===== src/rtl/gmii_rx_pkg.sv =====
// Shared constants, FSM state type and lane-mask helpers for the GMII RX deframer.
package gmii_rx_pkg;

    localparam logic [7:0]  PREAMBLE_BYTE = 8'h55;
    localparam logic [7:0]  SFD_BYTE      = 8'hD5;
    localparam int unsigned LEN_W         = 16;

    typedef enum logic [1:0] {
        IDLE,
        PREAMBLE,
        DATA,
        DROP
    } rx_state_e;

    // Lane masks are zero-extended to 8 bits so one helper serves every LANES value.
    function automatic logic is_therm(input logic [7:0] dv);
        logic [7:0] dv_p1;
        dv_p1 = dv + 8'd1;
        return (dv & dv_p1) == 8'd0;
    endfunction

    function automatic logic [3:0] lane_count(input logic [7:0] dv);
        logic [3:0] n;
        n = 4'd0;
        for (int i = 0; i < 8; i++) begin
            n = n + 4'(dv[i]);
        end
        return n;
    endfunction

endpackage


===== src/rtl/gmii_rx_stat_cnt.sv =====
// Saturating statistics counter with synchronous clear.
module gmii_rx_stat_cnt #(
    parameter int unsigned CNT_W = 32
) (
    input  logic             clk,
    input  logic             clear,
    input  logic             inc,
    output logic [CNT_W-1:0] count
);

    always_ff @(posedge clk) begin
        if (clear) begin
            count <= '0;
        end else if (inc && !(&count)) begin
            count <= count + CNT_W'(1);
        end
    end

endmodule


===== src/rtl/gmii_rx_deframer.sv =====
// GMII-style RX deframer: strips preamble/SFD, streams frame bytes with one beat of
// lookahead so m_last lands on the true final beat, and keeps frame statistics.
module gmii_rx_deframer
    import gmii_rx_pkg::*;
#(
    parameter int unsigned LANES   = 1,
    parameter int unsigned MIN_LEN = 64,
    parameter int unsigned MAX_LEN = 1522,
    parameter int unsigned CNT_W   = 32
) (
    input  logic               clk,
    input  logic               reset,
    input  logic [LANES-1:0]   rx_dv,
    input  logic [8*LANES-1:0] rxd,
    input  logic [LANES-1:0]   rx_er,
    output logic               m_valid,
    output logic [8*LANES-1:0] m_data,
    output logic [LANES-1:0]   m_keep,
    output logic               m_last,
    output logic               m_err,
    output logic [CNT_W-1:0]   stat_frames,
    output logic [CNT_W-1:0]   stat_err,
    output logic [CNT_W-1:0]   stat_align
);

    localparam int unsigned      DW    = 8 * LANES;
    localparam logic [LEN_W-1:0] MIN_L = LEN_W'(MIN_LEN);
    localparam logic [LEN_W-1:0] MAX_L = LEN_W'(MAX_LEN);

    rx_state_e        state, state_nx, pre_next;
    logic [LANES-1:0] dv_q, er_q;
    logic [DW-1:0]    d_q;
    logic [LEN_W-1:0] len_q, len_nx, len_sat;
    logic [LEN_W:0]   len_sum;
    logic             err_q, err_nx;
    logic             beat_er, q_therm, q_full, la_ok, data_viol, data_last;
    logic             found, pre_sfd_ok, pre_sfd_mis, pre_bad, align_inc;
    logic             valid_nx, last_nx, merr_nx;
    logic [DW-1:0]    data_nx;
    logic [LANES-1:0] keep_nx;

    // Beat classification on the registered beat; rx_* itself is the lookahead beat.
    always_comb begin
        beat_er   = |(er_q & dv_q);
        q_therm   = is_therm(8'(dv_q));
        q_full    = &dv_q;
        la_ok     = rx_dv[0] & is_therm(8'(rx_dv));
        data_viol = q_full & !is_therm(8'(rx_dv));
        data_last = !q_full | !rx_dv[0] | data_viol;
        len_sum   = {1'b0, len_q} + (LEN_W+1)'(lane_count(8'(dv_q)));
        len_sat   = len_sum[LEN_W] ? '1 : len_sum[LEN_W-1:0];

        found       = 1'b0;
        pre_sfd_ok  = 1'b0;
        pre_sfd_mis = 1'b0;
        pre_bad     = 1'b0;
        for (int i = 0; i < int'(LANES); i++) begin
            if (!found && dv_q[i] && d_q[8*i +: 8] != PREAMBLE_BYTE) begin
                found = 1'b1;
                if (d_q[8*i +: 8] == SFD_BYTE) begin
                    if (i == int'(LANES) - 1) pre_sfd_ok  = 1'b1;
                    else                      pre_sfd_mis = 1'b1;
                end else begin
                    pre_bad = 1'b1;
                end
            end
        end

        if (!q_therm || pre_bad || pre_sfd_mis) pre_next = DROP;
        else if (pre_sfd_ok)                    pre_next = la_ok ? DATA : DROP;
        else                                    pre_next = PREAMBLE;
    end

    always_ff @(posedge clk) begin
        if (reset) state <= IDLE;
        else       state <= state_nx;
    end

    // IDLE scans the first beat itself, so an SFD in the very first beat is not missed.
    always_comb begin
        state_nx = state;
        case (state)
            IDLE:     if (dv_q[0]) state_nx = pre_next;
            PREAMBLE: state_nx = dv_q[0] ? pre_next : IDLE;
            DATA:     if (data_last) state_nx = data_viol ? DROP : IDLE;
            DROP:     if (!dv_q[0]) state_nx = IDLE;
        endcase
    end

    always_comb begin
        valid_nx  = 1'b0;
        data_nx   = '0;
        keep_nx   = '0;
        last_nx   = 1'b0;
        merr_nx   = 1'b0;
        len_nx    = len_q;
        err_nx    = err_q;
        align_inc = 1'b0;
        case (state)
            IDLE: if (dv_q[0]) begin
                err_nx    = beat_er;
                len_nx    = '0;
                align_inc = q_therm & pre_sfd_mis;
            end
            PREAMBLE: if (dv_q[0]) begin
                err_nx    = err_q | beat_er;
                len_nx    = '0;
                align_inc = q_therm & pre_sfd_mis;
            end
            DATA: begin
                valid_nx = 1'b1;
                data_nx  = d_q;
                keep_nx  = dv_q;
                last_nx  = data_last;
                len_nx   = len_sat;
                err_nx   = err_q | beat_er;
                merr_nx  = data_last & (err_nx | data_viol | (len_sat < MIN_L) | (len_sat > MAX_L));
            end
            DROP: ;
        endcase
    end

    always_ff @(posedge clk) begin
        if (reset) begin
            dv_q    <= '0;
            er_q    <= '0;
            d_q     <= '0;
            len_q   <= '0;
            err_q   <= 1'b0;
            m_valid <= 1'b0;
            m_data  <= '0;
            m_keep  <= '0;
            m_last  <= 1'b0;
            m_err   <= 1'b0;
        end else begin
            dv_q    <= rx_dv;
            er_q    <= rx_er;
            d_q     <= rxd;
            len_q   <= len_nx;
            err_q   <= err_nx;
            m_valid <= valid_nx;
            m_data  <= data_nx;
            m_keep  <= keep_nx;
            m_last  <= last_nx;
            m_err   <= merr_nx;
        end
    end

    // Frame outcome counters follow the registered m_last beat by one cycle.
    gmii_rx_stat_cnt #(.CNT_W(CNT_W)) u_cnt_frames (
        .clk   (clk),
        .clear (reset),
        .inc   (m_valid & m_last & ~m_err),
        .count (stat_frames)
    );

    gmii_rx_stat_cnt #(.CNT_W(CNT_W)) u_cnt_err (
        .clk   (clk),
        .clear (reset),
        .inc   (m_valid & m_last & m_err),
        .count (stat_err)
    );

    gmii_rx_stat_cnt #(.CNT_W(CNT_W)) u_cnt_align (
        .clk   (clk),
        .clear (reset),
        .inc   (align_inc),
        .count (stat_align)
    );

endmodule


===== config.mk =====
export PLATFORM = sky130hd
export DESIGN_NAME = gmii_rx_deframer
export DESIGN_NICKNAME = d
export VERILOG_FILES = /design/src/rtl/gmii_rx_pkg.sv /design/src/rtl/gmii_rx_stat_cnt.sv /design/src/rtl/gmii_rx_deframer.sv
export SDC_FILE = /design/constraint.sdc
export NUM_CORES = 1
export LEC_CHECK = 0
export ABC_AREA = 1
export CORE_MARGIN = 2
export CORE_UTILIZATION = 53
export DETAILED_ROUTE_END_ITERATION = 8
export PLACE_DENSITY = 0.81
export SETUP_SLACK_MARGIN = 0.05
export SLEW_MARGIN = 20
export SYNTH_ARGS = -nofsm -noshare
export SYNTH_HDL_FRONTEND = slang
export SYNTH_SLANG_ARGS = --single-unit

===== constraint.sdc =====
create_clock -name clk -period 2.2 [get_ports clk]
set_input_delay 0.44 -clock clk [delete_from_list [all_inputs] [get_ports clk]]
set_output_delay 0.44 -clock clk [all_outputs]
set_load 0.005 [all_outputs]

# [Word-level counts from Yosys, hierarchy flattened]
# Cells that the tools add are included.
# Widths: inputs -> output; s select.
[totals] output_inout_bits=108 inputBits=12 reg_bits=105 wordCells=89
[op_classes] n_reduce_logical=22 add_sub_neg=5 n_eq_ne=10 order_cmp=2 mux=20 bitwise=17
[ops] op="$add 32x1->32 const B" count=2
[ops] op="$reduce_and 32->1" count=2
[ops] op="$mux 16" count=2
[ops] op="$pmux 16 s2" count=1
[ops] op="$add 16x1->17" count=1
[ops] op="$gt 16x11->1 const B" count=1
[ops] op="$logic_not 8->1" count=2
[ops] op="$lt 16x7->1 const B" count=1
[ops] op="$mux 2" count=7
[ops] op="$eq 8x8->1 const B" count=1
[ops] op="$mux 1" count=8
[ops] op="$ne 2x2->1 const B" count=4
[ops] op="$ne 8x7->1 const B" count=1
[ops] op="$pmux 2 s4" count=1
[ops] op="$and 1x1->1" count=7
[ops] op="$logic_not 1->1" count=6
[ops] op="$or 1x1->1" count=6
[ops] op="$reduce_and 3->1" count=2
[ops] op="$add 1x1->2 const B" count=2
[ops] op="$and 1x2->2" count=2
[ops] op="$eq 2x2->1 const B" count=2
[ops] op="$reduce_or 2->1" count=2
[ops] op="$logic_and 1x1->1" count=3
[ops] op="$pmux 1 s3" count=1
[ops] op="other kinds (8)" count=9

# [Logic depth before layout (Yosys ltp)]
[depth] depth_word=9 depth_mapped=15 ltp_nobuf=15

# [Hierarchy]
# From an unflattened synthesis, not the netlist that was laid out.
[hier_totals] hier_cells=1267 hier_area_um2=8090.3
[by_module_without_submodules] mod="gmii_rx_stat_cnt" area_per_inst_um2=1984.4 seq_area_each_um2=640.6 cells_per_inst=320 n_inst=3
[by_module_without_submodules] mod="gmii_rx_deframer" area_per_inst_um2=2137.0 seq_area_each_um2=820.8 cells_per_inst=307 n_inst=1

# [Worst setup path before layout]
# Ideal clock, no wire load.
[synth_timing] path_type="register -> register" startpoint="register dv_q" endpoint="register m_err" slack_ns=0.328 path_buffers=1 period_less_slack_ns=1.872 path_stages_with_launch=15 t_arrival_ns=1.758 t_required_ns=2.086 setup_time_ns=0.114 cell_sequence="dfxtp_1 > ha_1 > ha_1 > nand2_2 > nor2_4 > nand2_4 > inv_1 > nand2_2 > buf_6 > nand3_1 > nand2_1 > nor3_1 > nand2_1 > nand2_1 > a21oi_2"
[synth_between] elab_chain_len=6 elab_cells_between_ends=14 cone_classes="1 x add/sub; 2 x order compare; 1 x mux; 9 x bitwise; 1 x reduce/logical"
[synth_lines] element="start, declared" line="gmii_rx_deframer.sv:31" text="logic [LANES-1:0] dv_q, er_q;"
[synth_lines] element="start signal, assigned" line="gmii_rx_deframer.sv:136" text="dv_q <= rx_dv;"
[synth_lines] element="$add 16x1->17 / $and 1x1->1 (equally long branches)" line="gmii_rx_deframer.sv:50, gmii_rx_deframer.sv:44"
[synth_lines] element="$mux 16 / $or 1x1->1 (equally long branches)" line="gmii_rx_deframer.sv:51, gmii_rx_deframer.sv:116"
[synth_lines] element="$lt 16x7->1 / $or 1x1->1 (equally long branches)" line="gmii_rx_deframer.sv:117" text="merr_nx = data_last & (err_nx | data_viol | (len_sat < MIN_L) | (len_sat > MAX_L));"
[synth_lines] element="$or 1x1->1 (2 in a row)" line="gmii_rx_deframer.sv:117"
[synth_lines] element="$and 1x1->1 (*)" line="gmii_rx_deframer.sv:117"
[synth_lines] element="end signal, assigned" line="gmii_rx_deframer.sv:145" text="m_err <= merr_nx;"
[synth_lines] element="end, declared" line="gmii_rx_deframer.sv:20" text="output logic m_err,"
# Mark *: on every way between the ends. The rest lies on a longest branch, timed or not.
# A chain may end at the register's enable or synchronous reset.

# [Worst setup path after layout]
[layout_timing] startpoint="register u_cnt_err.count[0]" endpoint="register u_cnt_err.count[2]"
[layout_between] elab_chain_len=3 elab_cells_between_ends=4 cone_classes="1 x add/sub; 3 x reduce/logical"
[layout_lines] element="start, declared" line="gmii_rx_stat_cnt.sv:8" text="output logic [CNT_W-1:0] count"
[layout_lines] element="start signal, assigned" line="gmii_rx_stat_cnt.sv:15" text="count <= count + CNT_W'(1);"
[layout_lines] element="branches (longest 3 deep; another with $add 32x1->32)"
# Parallel ways; which one is timed is not known.

==> flow_summary.toml <==
[sta]
hold_viol_final = 0
slew_headroom = 0.562
finClkSkew_ns = 0.00860
rsz0062_at_grt = "yes"
drv_slew = 0
worst_pin_slew_ns = 0.657
finalSetupViolCount = 0
min_period_ns = 2.01
worst_hold_slack_ns = 0.388
finalCritPeriodShare = 0.911
clock.fmax_mhz = 499

[drt]
drtIter0Drc = 421
drc = 0
drt_wl_total_microns = 15400
via_count = 6138
first_pass_iters = 5
routedWlPerCell_microns = 13.2
ant_nets = 0
routed_via_density = 5.27

[pwr]
intPower_mw = 2.99
clockPowerShare = 0.456
vdd_drop_max_uv = 463
netSwitchingPower_mw = 0.878
leakage_nw = 2.81
switching_share = 0.227
comb_power_share = 0.044
power.density_nw_per_um2 = 516
seq_power_share = 0.500
power_mw = 3.86

[clock_tree]
cts_setup_buffers = 0
cts.htree.levels = 3
cts.reportedPaths.clkPinSlew_ns = 0.07
insertion_delay_ns = 0.36
cts-root-buf = "clkbuf_16"
clk_path_buf_depth = 2
numClockSinks = 105
cts_buffers = 9
cts_tree = "built"

[place]
dp_hpwl_microns = 11400
gp_congestion = 0.999
numPortBuffers = 87

[synth]
synth_top_family_by_area = "simple AND/OR/NAND/NOR gates"
muxShareOfSynthArea = 0
yosys_most_used_dff = "dfxtp_1"
synth_top_area_frac = 0.339
seq_area_frac_synth = 0.339
yosys.area_share.xor_xnor = 0.0565
synth_top_cell_by_area = "dfxtp_1"
synthSimpleGateAreaFrac = 0.366
synth_cell_type_count = 38
netlist_instances = 923
syn_avg_cell_area_sq_um = 6.72
synthArstFlopShare = 0
synth_compound_area_frac = 0.101
synth_seq_cells = 105
synth_adder_area_share = 0.0182
ys_warn_count = 0
synth-edff-count = 0
synth_area_sq_um = 6200
synthTopCellsByArea = "dfxtp_1 (34%), nand2_1 (15%), nor2_1 (6.6%), inv_1 (5.3%), a21oi_1 (4.8%)"

[floorplan]
num_rows = 39
fp.dieW_microns = 112
start_util = 0.543
fp.dieH_microns = 112
ios = 120
coreArea_sq_um = 11400
fp.dieArea_sq_um = 12600

[worst_setup_path]
path_delay_family = "simple AND/OR/NAND/NOR gates"
crit_chain = "ha_1 -> inv_1 -> nor3_4 -> nand2_2 -> nor2_2 -> nand2_1 -> nand2_2 -> buf_4 -> o21ai_0 -> nand2_1 -> a31oi_1"
reg2reg_depth = 11
end_kind = "register"
path_max_fanout = 20
timing.critical_path.buf_inv = 2
timing.rr.end = "u_cnt_err.count[2]"
r2r_setup_slack_ns = 0.19
r2r-start = "u_cnt_err.count[0]"
worst_ep_arrival_time_ns = 2.23
crit_end = "u_cnt_err.count[2]"
cpPeakStageDelay_ns = 0.42
crit_required_ns = 2.43
crit_type = "register to register"
worst-path-stages = 11
start_kind = "register"
critPathSlowestCell = "dfxtp_1"
startpoint = "u_cnt_err.count[0]"

[finish]
drive_gt1_frac = 0.105
mostFrequentLayoutCell = "nand2_1"
diodes = 0
layout_common_cells = "nand2_1 (243), nor2_1 (109), dfxtp_1 (105)"
nets = 1039
syn_to_final_growth_pct = 20.8

[min_path]
min_path_cells = 2
hold_class = "input pin to register"

[global_routing]
busiest_layer = "met2"
grtUsageMet2 = 0.397
track_usage = 0.246
grt_max_degree = 40
antenna_found_initial = 0
grt_pass1_vias = 5526
grt-ovfl-total = 0
met1_usage = 0.334
grt_pass1_wl_microns = 25700
use_met3 = 0.0351

[flow_run]
maxCapViolCount = 0

[outcome]
outcome = "finished, final reports clean"
==> cells by family after synthesis <==
family | Yosys count
DFF | 105
other | 1
and+or+nand+nor | 510
adders and majority gates | 9
buffers and inverters | 151
AOI/OAI and AO/OA | 107
xor gates and xnor gates | 40
==> stage by stage <==
stage               area [sq um]  worst slack [ns]  std cells  utilization  TNS [ns]
floorplan                   6320             0.328        954            -         0
global placement            7150             0.252       1150        0.626         0
detailed placement          7150             0.201       1150        0.626         0
CTS                         7470             0.181       1165        0.654         0
global route                7490          -0.00865       1165        0.656  -0.00865
finish                      7490             0.195       1165        0.656         0
==> timing repair <==
| item | in CTS | in global routing |
|---|---|---|
| resized for setup | 0 | 8 |
| hold endpoints to repair | 0 | 0 |
| hold buffers | 0 | 0 |
| endpoints found under the setup margin | 0 | 5 |
==> how the worst min path moves through the flow <==
stage,start,endpoint,slack [ns]
6_report,reset,m_valid,0.39
5_1_grt,reset,m_valid,0.40
4_1_cts,reset,m_valid,0.39
3_5_place_dp,d_q[5],m_data[5],0.42
3_3_place_gp,d_q[1],m_data[1],0.41
2_1_floorplan,d_q[3],m_data[3],0.41
==> synthesized netlist by cell type (19+ instances only) <==
| cell type | count |
|---|---|
| a21oi_1 | 59 |
| a21oi_2 | 19 |
| buf_4 | 32 |
| dfxtp_1 | 105 |
| inv_1 | 87 |
| nand2_1 | 246 |
| nand2_2 | 25 |
| nand3_1 | 48 |
| nand4_1 | 20 |
| nor2_1 | 109 |
| nor3_1 | 35 |
| xor2_1 | 23 |
==> metal layers <==
layer / routed length (microns) / vias up
met5: 0 / -
met4: 357 / 0
met3: 1010 / 33
met2: 7160 / 233
met1: 6910 / 2790
li1: - / 3082
==> cell type report <==
cell class,count,area (sq um)
multi-input combinational,698,3500
inverter,95,359
clock inverter,6,95.1
fill,1040,3930
tap,143,179
clock buffer,9,225
sequential,105,2100
timing repair buffer,109,1030
==> power groups by stage <==
stage	Clock, mW	Combinational (mW)	Sequential (mW)
2_1_floorplan	0	0.151	1.97
3_3_place_gp	0	0.165	1.97
3_5_place_dp	0	0.167	1.98
4_1_cts	1.78	0.170	1.93
5_1_grt	1.87	0.196	1.93
6_report	1.76	0.171	1.93
==> registers in the layout, summed over array words and instances (netlist names) <==
name                count
u_cnt_err.count        32
u_cnt_frames.count     32
len_q                  16
d_q                     8
m_data                  8
state                   2
dv_q                    1
er_q                    1
err_q                   1
m_err                   1
m_keep                  1
m_last                  1
m_valid                 1
==> worst register-to-register path, stage by stage, from the launching register on <==
cell,delay (ns)
dfxtp_1,0.42
ha_1,0.25
inv_1,0.11
nor3_4,0.15
nand2_2,0.10
nor2_2,0.12
nand2_1,0.08
nand2_2,0.08
buf_4,0.31
o21ai_0,0.14
nand2_1,0.08
a31oi_1,0.04
No activity file was read; power rests on OpenSTA's default activity.
